--- src/rtl/seq_det_pkg.sv ---
// Shared constants and helpers for the parametrised sequence detector.
package seq_det_pkg;

    // Configuration loaded by reset: the classic 4-bit "0101" overlapping detector.
    localparam logic [7:0] DEF_PATTERN = 8'b0000_0101;
    localparam int         DEF_LEN     = 4;
    localparam bit         DEF_OVERLAP = 1'b1;

    // Lengths beyond the physical history depth are treated as the full depth.
    function automatic int unsigned clamp_len(input int unsigned len, input int unsigned n_max);
        return (len > n_max) ? n_max : len;
    endfunction

endpackage

--- src/rtl/sat_counter.sv ---
// Up-counter that sticks at all-ones; clr has priority over inc.
module sat_counter #(
    parameter int W = 8
) (
    input  logic         clk,
    input  logic         reset,
    input  logic         inc,
    input  logic         clr,
    output logic [W-1:0] count,
    output logic         sat
);

    logic [W-1:0] count_q;

    // Count register: synchronous reset, clear, or saturating increment.
    always_ff @(posedge clk) begin
        // NOTE: state registers use non-blocking (<=) so every flop samples pre-edge values.
        if (reset) begin
            count_q <= '0;
        end else if (clr) begin
            count_q <= '0;
        end else if (inc && !sat) begin
            count_q <= count_q + W'(1);
        end
    end

    assign count = count_q;
    assign sat   = &count_q;

endmodule

--- src/rtl/seq_detector_param.sv ---
// Run-time configurable serial pattern detector with a saturating match counter.
// Detector state is carried by the fill counter: 0 = empty, below eff_len = filling,
// at/above eff_len = armed; y marks the cycle after a matching bit.
module seq_detector_param
    import seq_det_pkg::clamp_len;
#(
    parameter int               N_MAX       = 8,
    parameter int               LEN_W       = $clog2(N_MAX + 1),
    parameter int               CNT_W       = 8,
    parameter logic [N_MAX-1:0] DEF_PATTERN = N_MAX'(seq_det_pkg::DEF_PATTERN),
    parameter int               DEF_LEN     = seq_det_pkg::DEF_LEN,
    parameter bit               DEF_OVERLAP = seq_det_pkg::DEF_OVERLAP
) (
    input  logic             clk,
    input  logic             reset,
    input  logic             x,
    input  logic             valid,
    input  logic             load,
    input  logic [N_MAX-1:0] cfg_pattern,
    input  logic [LEN_W-1:0] cfg_len,
    input  logic             cfg_overlap,
    output logic             y,
    output logic [CNT_W-1:0] match_count,
    output logic             count_sat
);

    logic [N_MAX-1:0] pat_q,  pat_d;
    logic [LEN_W-1:0] len_q,  len_d;
    logic             ovl_q,  ovl_d;
    logic [N_MAX-1:0] hist_q, hist_d;
    logic [LEN_W-1:0] fill_q, fill_d;
    logic             y_q,    y_d;

    logic [LEN_W-1:0] eff_len;
    logic [N_MAX-1:0] mask;
    logic [N_MAX-1:0] hist_shift;
    logic [LEN_W-1:0] fill_inc;
    logic             accept;
    logic             match;
    logic             cnt_inc;
    logic             cnt_clr;

    // Effective length and the compare mask covering its low eff_len bits.
    always_comb begin
        // NOTE: every always_comb output gets a default first so no path can infer a latch.
        mask    = '0;
        eff_len = LEN_W'(clamp_len(32'(len_q), N_MAX));
        for (int i = 0; i < N_MAX; i++) begin
            mask[i] = (i < int'(eff_len));
        end
    end

    assign accept     = valid && !load;
    assign hist_shift = {hist_q[N_MAX-2:0], x};
    assign fill_inc   = (fill_q == LEN_W'(N_MAX)) ? fill_q : fill_q + LEN_W'(1);
    assign match      = accept && (eff_len != '0) && (fill_inc >= eff_len)
                        && ((hist_shift & mask) == (pat_q & mask));

    // Next-state: load flushes and reconfigures, an accepted bit shifts and may match.
    always_comb begin
        pat_d   = pat_q;
        len_d   = len_q;
        ovl_d   = ovl_q;
        hist_d  = hist_q;
        fill_d  = fill_q;
        y_d     = 1'b0;
        cnt_inc = 1'b0;
        cnt_clr = 1'b0;
        if (load) begin
            pat_d   = cfg_pattern;
            len_d   = cfg_len;
            ovl_d   = cfg_overlap;
            hist_d  = '0;
            fill_d  = '0;
            cnt_clr = 1'b1;
        end else if (valid) begin
            hist_d = hist_shift;
            fill_d = fill_inc;
            if (match) begin
                y_d     = 1'b1;
                cnt_inc = 1'b1;
                // Non-overlapping mode demands a full set of fresh bits for the next hit.
                if (!ovl_q) begin
                    fill_d = '0;
                end
            end
        end
    end

    // State register; reset restores the default configuration and empties the detector.
    always_ff @(posedge clk) begin
        if (reset) begin
            pat_q  <= DEF_PATTERN;
            len_q  <= LEN_W'(DEF_LEN);
            ovl_q  <= DEF_OVERLAP;
            hist_q <= '0;
            fill_q <= '0;
            y_q    <= 1'b0;
        end else begin
            pat_q  <= pat_d;
            len_q  <= len_d;
            ovl_q  <= ovl_d;
            hist_q <= hist_d;
            fill_q <= fill_d;
            y_q    <= y_d;
        end
    end

    sat_counter #(
        .W(CNT_W)
    ) u_match_cnt (
        .clk  (clk),
        .reset(reset),
        .inc  (cnt_inc),
        .clr  (cnt_clr),
        .count(match_count),
        .sat  (count_sat)
    );

    assign y = y_q;

endmodule

--- config.mk ---
export PLATFORM = sky130hd
export DESIGN_NAME = seq_detector_param
export DESIGN_NICKNAME = d
export VERILOG_FILES = /design/src/rtl/seq_det_pkg.sv /design/src/rtl/sat_counter.sv /design/src/rtl/seq_detector_param.sv
export SDC_FILE = /design/constraint.sdc
export NUM_CORES = 1
export LEC_CHECK = 0
export ABC_CLOCK_PERIOD_IN_PS = 2800
export BUFFER_PORTS_ARGS = -buffer_cell sky130_fd_sc_hd__buf_4
export CAP_MARGIN = 0
export CORE_ASPECT_RATIO = 0.6
export CORE_MARGIN = 3
export CORE_UTILIZATION = 45
export DETAILED_ROUTE_END_ITERATION = 6
export PLACE_DENSITY_LB_ADDON = 0.25
export SKIP_CTS_REPAIR_TIMING = 1
export SLEW_MARGIN = 10
export SYNTH_ARGS = -nofsm -noshare
export SYNTH_HDL_FRONTEND = slang
export SYNTH_SLANG_ARGS = --single-unit
--- constraint.sdc ---
create_clock -name clk -period 2.8 [get_ports clk]
set_clock_uncertainty 0.2 [all_clocks]
set_input_delay 0.28 -clock clk [delete_from_list [all_inputs] [get_ports clk]]
set_output_delay 0.28 -clock clk [all_outputs]
set_load 0.01 [all_outputs]
==> flow_summary.json, run 1 <==
{
  "end_kind": "flip-flop",
  "dr.pass1.iters": 4,
  "final.setup.tns_ps": -179,
  "via_count": 1374,
  "die_w_um": 83.3,
  "status": "finished, violations left",
  "placed_cells": 250,
  "max_freq_ghz": 0.349,
  "place.port_buffers": 27,
  "final_cell_mix": "36 x buf_4, 31 x dfxtp_1, 22 x nor2_1, 17 x mux2i_1",
  "cap_viol_max_count": 0,
  "finalNetCount": 239,
  "final_common_cell": "buf_4",
  "synth_area_um2": 1620,
  "path_max_fanout": 5,
  "rsz0062_at_grt": "yes",
  "synth_cells": 177,
  "cp_cell_sequence": "buf_4 -> ha_4 -> xnor2_1 -> nor2_1 -> ha_2 -> o21ai_0 -> a222oi_1 -> buf_4 -> nand4b_1 -> or4_1 -> a21oi_1",
  "ys_types": 36,
  "setup_violations": 4,
  "cp.required_ps": 2820,
  "grt_pass1_vias": 1315,
  "vdd_drop_max_uv": 338,
  "r2r-start": "fill_q[1]",
  "wl_mm": 3.73,
  "cts_htree_levels": 2,
  "power_mw": 1.03,
  "gr-total-overflow": 0,
  "worst_slew_pin_slew_ps": 714,
  "row_count": 16,
  "syn2layout_area_growth_pct": 29.5,
  "slew_headroom": 0.524,
  "cp_top_family": "simple AND/OR/NAND/NOR gates",
  "place.gp.congestion": 0.851,
  "drive_gt1_frac": 0.276,
  "route.detailed.drc": 0,
  "synth-seq-area-share": 0.409,
  "place_ws_ps": -34.4,
  "viasPerCell": 5.31,
  "grt_pass1_wl_mm": 6.02,
  "leakagePower_nw": 0.859,
  "cts.sinks": 33,
  "cp-start-kind": "flip-flop",
  "grt_max_degree": 20,
  "core_um2": 3340,
  "min-delay-start": "cfg_pattern[0]",
  "num_antenna_cells": 0,
  "avgSynthCellArea_um2": 9.13,
  "hold_viol": 0,
  "cts_tree": "yes",
  "die_y_um": 52.4,
  "synth_seq_cells": 33,
  "setup_slack_ps": -63.4,
  "clock_latency_ps": 290,
  "track_usage": 0.178,
  "cp-startpoint": "fill_q[1]",
  "dr.first_iter.drc_count": 63,
  "cp_common_cell": "buf_4",
  "path_clk_slew_ps": 70,
  "worstSetupPathType": "flip-flop to flip-flop",
  "hp-class": "input pin to flip-flop",
  "arrival_ps": 2880,
  "fin_crit_ps": 2860,
  "cts_made_buffers": 5,
  "clockBufferDepth": 2,
  "path_buf_inv": 2,
  "ioPinCount": 28,
  "final_antenna_net_count": 0,
  "slowest_delay_ps": 530,
  "p_per_area_nw_per_um2": 492,
  "whs_ps": 0.971,
  "post-route-period-util": 1.02,
  "antenna_found_initial": 0,
  "die-area_um2": 4370,
  "violations": "negative setup slack",
  "crit_slowest_cell": "or4_1",
  "detail_route.wl_per_cell_um": 14.4,
  "start_util": 0.483,
  "hpwlAfterDp_mm": 2.72,
  "syn-num-nets": 202,
  "yosys_warnings": 0,
  "drv_slew": 0,
  "final_cells": 259,
  "root_buffer": "clkbuf_8"
}
## power breakdown
group | internal [mW] | switching [mW] | total (mW)
Combinational | 0.0542 | 0.0488 | 0.103
Sequential | 0.483 | 0.0127 | 0.496
Clock | 0.258 | 0.173 | 0.431
Total | 0.796 | 0.235 | 1.03
## flip-flops by register name, indices dropped and copies added (netlist names)
signal             count
fill_q                 4
hist_q                 7
len_q                  4
ovl_q                  1
pat_q                  8
u_match_cnt.count      8
y                      1
## final timing paths
kind,slack [ps],endpoint,cells past startpoint
setup / recovery,-60,u_match_cnt.count[7],11
hold / removal,1,pat_q[0],2
setup reg to reg,-60,u_match_cnt.count[7],11
hold reg to reg,290,u_match_cnt.count[6],2
## worst register-to-register path: stages, from the launching register on
cell	delay, ps
dfxtp_2	330
buf_4	150
ha_4	160
xnor2_1	200
nor2_1	110
ha_2	310
o21ai_0	60
a222oi_1	220
buf_4	170
nand4b_1	200
or4_1	530
a21oi_1	160
## cell usage after synthesis (all sizes together)
| master | count | share of area |
|---|---|---|
| dfxtp | 33 | 0.41 |
| and2 | 1 | 0.0039 |
| nor2 | 23 | 0.053 |
| a222oi | 1 | 0.0062 |
| nor3b | 1 | 0.0046 |
| or4 | 3 | 0.014 |
| nor3 | 5 | 0.019 |
| a211oi | 1 | 0.0046 |
| nand4b | 2 | 0.011 |
| o22ai | 1 | 0.0039 |
| a211o | 4 | 0.022 |
| clkbuf | 3 | 0.0070 |
| ha | 7 | 0.054 |
| nand3b | 1 | 0.0046 |
| xnor2 | 7 | 0.038 |
| o21ba | 1 | 0.0062 |
| nor4 | 1 | 0.0039 |
| nor2b | 5 | 0.019 |
| a41o | 1 | 0.0062 |
| a21oi | 9 | 0.028 |
| buf | 4 | 0.016 |
| inv | 7 | 0.016 |
| xor2 | 5 | 0.027 |
| or3 | 2 | 0.0077 |
| o31ai | 4 | 0.019 |
| nand2b | 6 | 0.023 |
| o21ai | 7 | 0.022 |
| nand4 | 1 | 0.0039 |
| nand2 | 4 | 0.0093 |
| nand3 | 8 | 0.025 |
| or2 | 2 | 0.0077 |
| mux2i | 17 | 0.11 |
## per-layer routing
layer,part of all wire,GRT usage
met5,0,0
met1,0.49,0.228
met4,0.014,0.0734
met2,0.45,0.278
met3,0.045,0.0581
## stage by stage
stage,util,cell area (µm²)
global route,0.626,2090
floorplan,-,1620
detailed placement,0.567,1900
finish,0.626,2090
CTS,0.598,2000
global placement,0.567,1900
## final cells by class
class | count | area (µm²)
clock inverters | 2 | 35.0
inverters | 7 | 26.3
multi-input cells | 130 | 961
well taps | 45 | 56.3
repair buffers | 37 | 282
fillers | 296 | 1250
clock buffers | 5 | 68.8
flip-flops and latches | 33 | 663
## cell families (layout without fill, tap and decap cells)
kind of cell | count (synthesis) | count (layout) | synth area share
compound gates | 29 | 29 | 0.117
buf+inv | 14 | 51 | 0.0395
mux | 17 | 17 | 0.105
simple gates | 65 | 65 | 0.210
xor+xnor | 12 | 12 | 0.0651
flops | 33 | 33 | 0.409
fa+ha+maj | 7 | 7 | 0.0542
Power figures use the tool's default switching activity.
==> inputs of run 2 (changes only) <==
--- a/config.mk
+++ b/config.mk
@@ -5,7 +5,7 @@
 export SDC_FILE = /design/constraint.sdc
 export NUM_CORES = 1
 export LEC_CHECK = 0
-export ABC_CLOCK_PERIOD_IN_PS = 2800
+export ABC_CLOCK_PERIOD_IN_PS = 2400
 export BUFFER_PORTS_ARGS = -buffer_cell sky130_fd_sc_hd__buf_4
 export CAP_MARGIN = 0
 export CORE_ASPECT_RATIO = 0.6
==> constraint.sdc (replaced) <==
create_clock -name clk -period 2.4 [get_ports clk]
set_clock_uncertainty 0.2 [all_clocks]
set_input_delay 0.24 -clock clk [delete_from_list [all_inputs] [get_ports clk]]
set_output_delay 0.24 -clock clk [all_outputs]
set_load 0.01 [all_outputs]
==> run 2 against run 1 <==
Against the previous run:
- the run ends with negative hold slack, negative setup slack left
- global-route usage barely moved
- critical path type unchanged
- sequential power is 16% higher
- first-iteration DRC count down 29%
- wire length up 1.3%
- flip-flop and latch count unchanged
- final cell count is 4.2% higher
- via count increased by 3.1%
- hold slack worse by 5.8 ps
- maximum frequency rose by 1.9%
- non-clock buffer count increased by 11
- setup slack got worse by 350 ps
==> flow_summary.json, run 2 (same netlist as run 1, synthesis figures left out) <==
{
  "p_switching_mw": 0.269,
  "fillers": 261,
  "clockBufferDepth": 2,
  "syn2layout_area_growth_pct": 33.8,
  "die_w_um": 83.3,
  "route.detailed.drc": 0,
  "worst_slew_pin_slew_ps": 677,
  "setup_slack_ps": -409,
  "swShare": 0.236,
  "grt_max_degree": 20,
  "final_antenna_net_count": 0,
  "worstSetupPathType": "flip-flop to flip-flop",
  "ioPinCount": 28,
  "antenna_found_initial": 0,
  "status": "finished, violations left",
  "violations": "negative hold slack, negative setup slack",
  "end_kind": "flip-flop",
  "gr-total-overflow": 0,
  "cap_viol_max_count": 0,
  "comb_power_share": 0.125,
  "final_cell_mix": "42 x buf_4, 31 x dfxtp_1, 22 x nor2_1, 17 x mux2i_1, 8 x nand3_1",
  "post-route-period-util": 1.17,
  "hp-class": "input pin to flip-flop",
  "grt_pass1_wl_mm": 5.98,
  "cp-start-kind": "flip-flop",
  "num_antenna_cells": 0,
  "hpwlAfterDp_mm": 2.77,
  "via_count": 1416,
  "drive_gt1_frac": 0.289,
  "final_common_cell": "buf_4",
  "wl_mm": 3.78,
  "die-area_um2": 4370,
  "vdd_drop_max_uv": 326,
  "row_count": 16,
  "final.setup.tns_ps": -2580,
  "p_int_mw": 0.867,
  "place.port_buffers": 27,
  "leakagePower_nw": 0.908,
  "p_per_area_nw_per_um2": 525,
  "grt_pass1_vias": 1325,
  "fin_crit_ps": 2810,
  "dr.pass1.iters": 4,
  "hold_viol": 5,
  "setup_violations": 12,
  "root_buffer": "clkbuf_8",
  "detail_route.wl_per_cell_um": 14.0,
  "place.gp.congestion": 0.805,
  "multi_input_area_um2": 950,
  "die_y_um": 52.4,
  "track_usage": 0.178,
  "cts_htree_levels": 2,
  "cts_tree": "yes",
  "whs_ps": -4.82,
  "finalNetCount": 250,
  "seqCellArea_um2": 663,
  "p_seq_frac": 0.506,
  "max_freq_ghz": 0.356,
  "core_um2": 3340,
  "pwr-share-clk": 0.369,
  "path_clk_slew_ps": 70,
  "cts_made_buffers": 5,
  "cts.sinks": 33,
  "arrival_ps": 2820,
  "path_max_fanout": 6,
  "rsz0062_at_grt": "yes",
  "power_mw": 1.14,
  "start_util": 0.483,
  "dr.first_iter.drc_count": 45,
  "cp.required_ps": 2410,
  "viasPerCell": 5.24,
  "clock_latency_ps": 280,
  "drv_slew": 0,
  "slew_headroom": 0.549
}
[run 2: cell types whose count changed in the layout (fill, tap and decap cells not counted), sizes merged]
cell         delta
dlygate4sd3     +5
clkbuf          +1
buf             +6
clkinvlp        +1
bufinv          -1
clkinv          -1
[run 2: power groups by stage]
| stage | Clock [mW] | Sequential, mW | Combinational, mW |
|---|---|---|---|
| after floorplan | 0 | 0.586 | 0.0764 |
| after global placement | 0 | 0.586 | 0.126 |
| after detailed placement | 0 | 0.587 | 0.131 |
| after CTS | 0.439 | 0.574 | 0.132 |
| after global routing | 0.458 | 0.576 | 0.156 |
| final | 0.419 | 0.575 | 0.142 |
[run 2: worst max-delay path, cell delays in order, from the launching register on]
cell and delay (ps):
dfxtp_2 350, inv_2 50, ha_4 150, nand2_4 70, nor2_4 40, xnor2_2 130
ha_1 280, o21ai_2 50, a222oi_1 390, nand4b_1 300, or4_4 590, a21oi_2 120
[run 2: metal layers]
layer  share of wire  track usage  up-vias
met2            0.43        0.285       36
met4           0.018       0.0652        0
met5               0            0        -
met1            0.49        0.226      655
met3           0.062       0.0581        8
li1                -            -      717
[run 2: cell type report]
type | instances | share of cell area
multi-input combinational | 130 | 0.439
tap | 45 | 0.0260
clock buffer | 6 | 0.0382
sequential | 33 | 0.307
clock inverter | 1 | 0.00347
inverter | 7 | 0.0122
timing repair buffer | 48 | 0.174
[run 2: final timing paths]
kind / start / endpoint / slack (ps) / cells past startpoint
worst max-delay path: fill_q[1] / u_match_cnt.count[5] / -410 / 11
worst min-delay path: cfg_len[3] / len_q[3] / -5 / 3
worst max register to register: fill_q[1] / u_match_cnt.count[5] / -410 / 11
worst min register to register: u_match_cnt.count[6] / u_match_cnt.count[6] / 310 / 2
[run 2: per-stage QoR]
step,instances,utilization,instance area (µm²),setup slack [ps]
detailed placement,256,0.590,1970,-369
global route,270,0.647,2160,-582
CTS,263,0.617,2060,-385
global placement,256,0.590,1970,-266
floorplan,177,-,1650,-246
finish,270,0.647,2160,-409
